`src/rtl/pwm_compare_ctrl.sv`:
```
// pwm_compare_ctrl
// Control and compare stage for an external loadable up-counter. Steers the
// counter's en/load/data so it wraps at a programmable period. Derives a
// registered PWM output and a wrap pulse from the returned count.
// Period/duty updates arrive over valid/ready into a one-deep shadow
// register. They are applied only at a period boundary, or straight away
// while idle.
//
// Optional build macro: PWM_ONESHOT_EN adds oneshot_i. When oneshot_i is set
// at start, the block runs a single period and then needs en_i to fall and
// rise again before it restarts.
//
// state    | meaning
// ---------+-----------------------------------------------------------
// IDLE     | counter held at 0, pwm low; waits for en_i with period != 0
// RUN      | counting 0..period_q and wrapping; pwm/wrap active
// STOPPING | en_i dropped; finish the current period, then go to IDLE

module pwm_compare_ctrl #(
    parameter int Width = 8
) (
    input  logic             clk_i,
    input  logic             rst_i,
    input  logic             en_i,
    input  logic [Width-1:0] cnt_i,
    input  logic [Width-1:0] period_i,
    input  logic [Width-1:0] duty_i,
`ifdef PWM_ONESHOT_EN
    input  logic             oneshot_i,
`endif
    input  logic             upd_valid_i,
    output logic             upd_ready_o,
    output logic             cnt_en_o,
    output logic             cnt_load_o,
    output logic [Width-1:0] cnt_data_o,
    output logic             pwm_o,
    output logic             wrap_o,
    output logic             busy_o
);

    typedef enum logic [1:0] {
        S_IDLE     = 2'd0,
        S_RUN      = 2'd1,
        S_STOPPING = 2'd2
    } state_t;

    state_t           r_state;
    state_t           w_state_nxt;

    logic [Width-1:0] r_period_q;
    logic [Width-1:0] r_duty_q;
    logic [Width-1:0] r_shadow_period;
    logic [Width-1:0] r_shadow_duty;
    logic             r_pend;
    logic             r_pwm;
    logic             r_wrap;

    logic             w_tc;
    logic             w_busy;
    logic             w_accept;
    logic             w_xfer;
    logic             w_period_nz;
    logic             w_os_flag;
    logic             w_os_block;

    assign w_tc        = (cnt_i == r_period_q);
    assign w_busy      = (r_state != S_IDLE);
    assign w_period_nz = (r_period_q != '0);
    assign w_accept    = upd_valid_i && !r_pend;
    // While idle the shadow is applied on the next edge; while counting it
    // waits for the terminal count so a period is never cut short.
    assign w_xfer      = r_pend && (!w_busy || w_tc);

`ifdef PWM_ONESHOT_EN
    logic r_oneshot;
    logic r_os_block;
    logic w_os_done;

    assign w_os_done  = w_busy && w_tc && r_oneshot;
    assign w_os_flag  = r_oneshot;
    assign w_os_block = r_os_block;

    // Oneshot flag is latched at start and dropped whenever we return to IDLE.
    always_ff @(posedge clk_i) begin
        if (!rst_i) begin
            r_oneshot <= 1'b0;
        end else if (r_state == S_IDLE && w_state_nxt == S_RUN) begin
            r_oneshot <= oneshot_i;
        end else if (w_state_nxt == S_IDLE) begin
            r_oneshot <= 1'b0;
        end
    end

    // After a oneshot completes, block restart until en_i has been seen low.
    always_ff @(posedge clk_i) begin
        if (!rst_i) begin
            r_os_block <= 1'b0;
        end else begin
            r_os_block <= en_i && (r_os_block || w_os_done);
        end
    end
`else
    assign w_os_flag  = 1'b0;
    assign w_os_block = 1'b0;
`endif

    // State register.
    always_ff @(posedge clk_i) begin
        if (!rst_i) begin
            r_state <= S_IDLE;
        end else begin
            r_state <= w_state_nxt;
        end
    end

    // Next-state logic. STOPPING goes back to RUN when en_i returns, without
    // touching the count; at tc it only leaves for IDLE if en_i is still low.
    always_comb begin
        w_state_nxt = r_state;
        case (r_state)
            S_IDLE: begin
                if (en_i && w_period_nz && !w_os_block) begin
                    w_state_nxt = S_RUN;
                end
            end
            S_RUN: begin
                if (w_tc && (!en_i || w_os_flag)) begin
                    w_state_nxt = S_IDLE;
                end else if (!en_i) begin
                    w_state_nxt = S_STOPPING;
                end
            end
            S_STOPPING: begin
                if (w_tc && (!en_i || w_os_flag)) begin
                    w_state_nxt = S_IDLE;
                end else if (en_i) begin
                    w_state_nxt = S_RUN;
                end
            end
            default: begin
                w_state_nxt = S_IDLE;
            end
        endcase
    end

    // Shadow capture on handshake, and transfer into the active registers.
    always_ff @(posedge clk_i) begin
        if (!rst_i) begin
            r_shadow_period <= '0;
            r_shadow_duty   <= '0;
            r_period_q      <= '0;
            r_duty_q        <= '0;
            r_pend          <= 1'b0;
        end else if (w_xfer) begin
            r_period_q <= r_shadow_period;
            r_duty_q   <= r_shadow_duty;
            r_pend     <= 1'b0;
        end else if (w_accept) begin
            r_shadow_period <= period_i;
            r_shadow_duty   <= duty_i;
            r_pend          <= 1'b1;
        end
    end

    // Registered compare outputs, one cycle behind cnt_i.
    always_ff @(posedge clk_i) begin
        if (!rst_i) begin
            r_pwm  <= 1'b0;
            r_wrap <= 1'b0;
        end else begin
            r_pwm  <= w_busy && (cnt_i < r_duty_q);
            r_wrap <= w_busy && w_tc;
        end
    end

    // Counter drive is gated by reset so the counter freezes while rst_i is low.
    assign cnt_en_o    = rst_i;
    assign cnt_load_o  = rst_i && (!w_busy || w_tc);
    assign cnt_data_o  = '0;
    assign upd_ready_o = !r_pend;
    assign busy_o      = w_busy;
    assign pwm_o       = r_pwm;
    assign wrap_o      = r_wrap;

endmodule
```
`config.mk`:
```
export PLATFORM = sky130hd
export DESIGN_NAME = pwm_compare_ctrl
export DESIGN_NICKNAME = d
export VERILOG_FILES = /design/src/rtl/pwm_compare_ctrl.sv
export SDC_FILE = /design/constraint.sdc
export NUM_CORES = 1
export LEC_CHECK = 0
export CORE_MARGIN = 2
export CORE_UTILIZATION = 50
export DETAILED_ROUTE_END_ITERATION = 6
export PLACE_DENSITY_LB_ADDON = 0.25
export SYNTH_ARGS = -nofsm -noshare
export SYNTH_HDL_FRONTEND = slang
export SYNTH_SLANG_ARGS = --single-unit
```
`constraint.sdc`:
```
create_clock -name clk_i -period 2 [get_ports clk_i]
set_clock_uncertainty 0.2 [all_clocks]
set_input_delay 0.4 -clock clk_i [delete_from_list [all_inputs] [get_ports clk_i]]
set_output_delay 0.4 -clock clk_i [all_outputs]
set_load 0.01 [all_outputs]
```
==> metrics.log <==
INFO  metric holdPathStages = 2
INFO  metric drcViolationCount = 0
INFO  metric run_status = finished with violations
INFO  metric cts-buffers-inserted = 5
INFO  metric synth_async_sr_flop_share = 0%
INFO  metric vias_per_cell = 5.644
INFO  metric vdd_ir_drop_max = 0.0003370 V
INFO  metric startpoint_type = flip-flop
INFO  metric wl_per_cell = 14.63 um
INFO  metric die_height = 70.16 um
INFO  metric synthToLayoutAreaGrowth = 30.65%
INFO  metric hold_path_end = r_shadow_period[3]
INFO  metric timing.critical_path.max_delay_family = simple AND/OR/NAND/NOR gates
INFO  metric length_of_the_first_detailed_routing_pass_in_iterations = 4
INFO  metric detailed_place_hpwl = 3.632 mm
INFO  metric cp_slowest_cell = sky130_fd_sc_hd__dfxtp_2
INFO  metric violations = setup timing
INFO  metric buffer_ports.inserted = 33
INFO  metric dp_worst_setup_slack = -0.7008 ns
INFO  metric report.final.slew_viol_count = 0
INFO  metric first_global_vias = 1,878
INFO  metric critical_path.endpoint_type = primary output
INFO  metric die_x = 70.16 um
INFO  metric worstPathArrival = 1.45 ns
INFO  metric reg2reg_from = r_period_q[4]
INFO  metric antenna_cells_inserted = 0
INFO  metric holdWs = 0.2722 ns
INFO  metric clock.fmax = 488.2 MHz
INFO  metric period_share = 102.4%
INFO  metric synth_cell_type_count = 38
INFO  metric cts_root_buf = sky130_fd_sc_hd__clkbuf_8
INFO  metric cellLeakagePower = 1.145 nW
INFO  metric cts.clk_slew.worst_paths = 0.07 ns
INFO  metric cell_internal_pwr = 0.001234 W
INFO  metric holdBufCountCts = 0
INFO  metric syn-instance-count = 267
INFO  metric final_critical_path_time_including_i_o_delays_and_setup = 2.049 ns
INFO  metric synth_warnings = 0
INFO  metric cts.htree.levels = 2
INFO  metric groute.usage.overall = 22.64%
INFO  metric detailedRoute.firstIterationViolations = 137
INFO  metric synth_area_leader_cell = sky130_fd_sc_hd__dfxtp_1
INFO  metric post_layout_nets = 350
INFO  metric die-area = 0.004922 mm2
INFO  metric hold_start = r_shadow_period[3]
INFO  metric share_comb_of_total_power = 18.6%
INFO  metric fraction_of_the_yosys_area_taken_by_sequential_cells = 33.85%
INFO  metric final.setup.worst_slack = -0.04852 ns
INFO  metric pwrdens = 588.8 mW/mm2
INFO  metric crit_path_max_incr_delay = 0.34 ns
INFO  metric placement_rows = 24
INFO  metric drtAntennaViolNets = 0
INFO  metric number_of_filler_instances_in_the_final_layout = 397
INFO  metric ys.flop_type = sky130_fd_sc_hd__dfxtp_1
INFO  metric worstPathCellList = xnor2_2 > nand4_1 > nor2_4 > o21a_1 > buf_2
INFO  metric setup_tns = -0.04852 ns
INFO  metric grt_start_max_net_pins = 86
INFO  metric timing.final.hold_violations = 0
INFO  metric proportion_of_layout_cells_with_a_drive_suffix_above_1 = 22.78%
INFO  metric rrSetupSlack = 0.23 ns
INFO  metric insertion_delay = 0.29 ns
INFO  metric worstSetupPathType = flip-flop to primary output
INFO  metric ff2ff_path_depth = 7
INFO  metric floorplan.io_pins = 42
INFO  metric worst_r2r_endpoint = r_pend
INFO  metric seq_power_share = 47.0%
INFO  metric global_route_wire_length_before_repair = 8.852 mm
INFO  metric synth_largest_type_area_fraction = 33.85%
INFO  metric tightestPinTransition = 0.6629 ns
INFO  metric maxCapViolations = 0
INFO  metric postRouteWirelength = 5.383 mm
INFO  metric cp_data_required_time = 1.40 ns
INFO  metric power.switching_fraction = 26.72%
INFO  metric slew_headroom = 55.81%
INFO  metric post_synthesis_cell_area = 0.002188 mm2
INFO  metric area_of_the_core = 0.004294 mm2
INFO  metric longest_clk_path_bufs = 2
INFO  metric hold_path.class = flip-flop to flip-flop
INFO  metric antenna_violations_before_repair = 0
INFO  metric routabilityCongestion = 0.8004
INFO  metric clkPwrFrac = 34.4%
INFO  metric start_util = 50.96%
INFO  metric rsz0062_at_grt = true
INFO  metric cts_sinks = 37
INFO  metric setup_viol = 1
INFO  metric cts_tree = yes
INFO  metric critPathMaxFanout = 2
INFO  metric synthesis.area_per_instance = 8.196 um2
INFO  metric synth.area.top_cells = sky130_fd_sc_hd__dfxtp_1 34%, sky130_fd_sc_hd__nand3_1 7.3%, sky130_fd_sc_hd__and4_1 7.2%
INFO  metric number_of_synthesized_flops_with_an_enable_pin = 0
INFO  metric via_count = 2,077
INFO  metric power.net_switching = 0.0004498 W
INFO  metric cp.buffers_inverters = 1
INFO  metric ys_seq_elements = 37
INFO  metric global_route.overflow_total = 0
==> how the worst max path moves through the flow <==
stage / endpoint / cells past startpoint / startpoint / slack, ns
after CTS: cnt_load_o / 5 / r_period_q[3] / -0.02
after detailed placement: cnt_load_o / 6 / cnt_i[4] / -0.70
after global routing: cnt_load_o / 5 / r_period_q[4] / -0.10
final: cnt_load_o / 5 / r_period_q[4] / -0.05
after floorplan: cnt_load_o / 5 / cnt_i[2] / 0.16
after global placement: cnt_load_o / 6 / cnt_i[1] / -0.66
==> synth_stat cells, drive strengths merged (2+ instances only) <==
| cell | number |
|---|---|
| nor2 | 2 |
| clkbuf | 15 |
| nand4 | 2 |
| nand3 | 33 |
| buf | 18 |
| a21boi | 17 |
| nand2 | 34 |
| and3 | 17 |
| dfxtp | 37 |
| ha | 7 |
| a31oi | 17 |
| xnor2 | 9 |
| o211ai | 17 |
| and4 | 18 |
| inv | 9 |
| a21oi | 2 |
==> power groups by stage <==
stage               sequential [W]  clock [W]  combinational [W]
floorplan                 0.000802          0           0.000171
global placement          0.000804          0           0.000296
detailed placement        0.000805          0           0.000301
CTS                       0.000791   0.000591           0.000309
global route              0.000795   0.000614           0.000342
finish                    0.000792   0.000579           0.000313
==> layout make-up <==
cell class	instances	area (um2)	share of cell area, %
timing repair buffer	67	593.1	20.74
tap	52	65.06	2.276
sequential	37	753.2	26.35
inverter	9	33.78	1.182
clock buffer	7	96.34	3.370
multi-input combinational	195	1313	45.91
clock inverter	1	5.005	0.1751
==> tightest hold or removal path: stages, from the launching register on <==
cell	delay, ns
sky130_fd_sc_hd__dfxtp_1	0.32
sky130_fd_sc_hd__nand2_1	0.05
sky130_fd_sc_hd__a21boi_0	0.06
==> logic make-up (layout without fill, tap and decap cells) <==
logic type | count (synthesis) | after routing | synth area share (%)
simple gates | 112 | 112 | 28.99
compound gates | 59 | 59 | 19.04
buf+inv | 42 | 84 | 10.35
flops | 37 | 37 | 33.85
xor+xnor | 9 | 9 | 3.602
fa+ha+maj | 7 | 7 | 4.002
other cells | 1 | 8 | 0.1714
==> registers in the layout, summed over array words and instances (netlist names) <==
| register | flops |
|---|---|
| pwm_o | 1 |
| r_pend | 1 |
| wrap_o | 1 |
| r_period_q | 8 |
| r_shadow_period | 8 |
| r_shadow_duty | 8 |
| r_duty_q | 8 |
| r_state | 2 |
==> repair_timing <==
item                                    CTS  global route
buffers inserted                          4             2
pin swaps                                13             6
gates cloned                              0             0
gates resized for setup                  44             3
endpoints found under the setup margin    2             1
==> per-layer routing <==
layer / track usage (%) / vias to the layer above / share of wire [%]
li1: - / 1055 / -
met1: 30.55 / 936 / 45
met2: 36.61 / 80 / 47
met3: 4.329 / 6 / 6.3
met4: 7.265 / 0 / 1.4
met5: 0 / - / 0
==> cell usage in the layout (no fill, tap or decap), types with 2 or more instances in the layout <==
cell type                          n
sky130_fd_sc_hd__clkdlybuf4s15_1   3
sky130_fd_sc_hd__a21oi_1           2
sky130_fd_sc_hd__buf_4            32
sky130_fd_sc_hd__clkdlybuf4s50_1  22
sky130_fd_sc_hd__inv_1             8
sky130_fd_sc_hd__xnor2_2           8
sky130_fd_sc_hd__nand2_1          33
sky130_fd_sc_hd__ha_1              7
sky130_fd_sc_hd__a31oi_1          17
sky130_fd_sc_hd__and4_1           18
sky130_fd_sc_hd__nand3_1          32
sky130_fd_sc_hd__dfxtp_2          10
sky130_fd_sc_hd__a21boi_0         16
sky130_fd_sc_hd__buf_12            2
sky130_fd_sc_hd__clkdlybuf4s15_2   3
sky130_fd_sc_hd__dfxtp_1          27
sky130_fd_sc_hd__conb_1            8
sky130_fd_sc_hd__nand4_1           2
sky130_fd_sc_hd__clkbuf_8          7
sky130_fd_sc_hd__nor2_4            2
sky130_fd_sc_hd__buf_2             4
sky130_fd_sc_hd__and3_1           17
sky130_fd_sc_hd__o211ai_1         17
==> metrics by stage <==
step           utilization, %  total power [W]  cell area [um2]  instances
3_5_place_dp            61.66         0.001106             2648        354
4_1_cts                 65.85         0.001690             2828        366
3_3_place_gp            61.66         0.001100             2648        354
5_1_grt                 66.58         0.001751             2859        368
6_report                66.58         0.001683             2859        368
2_1_floorplan               -        0.0009730             2215        274
(Power assumes the default switching activity.)
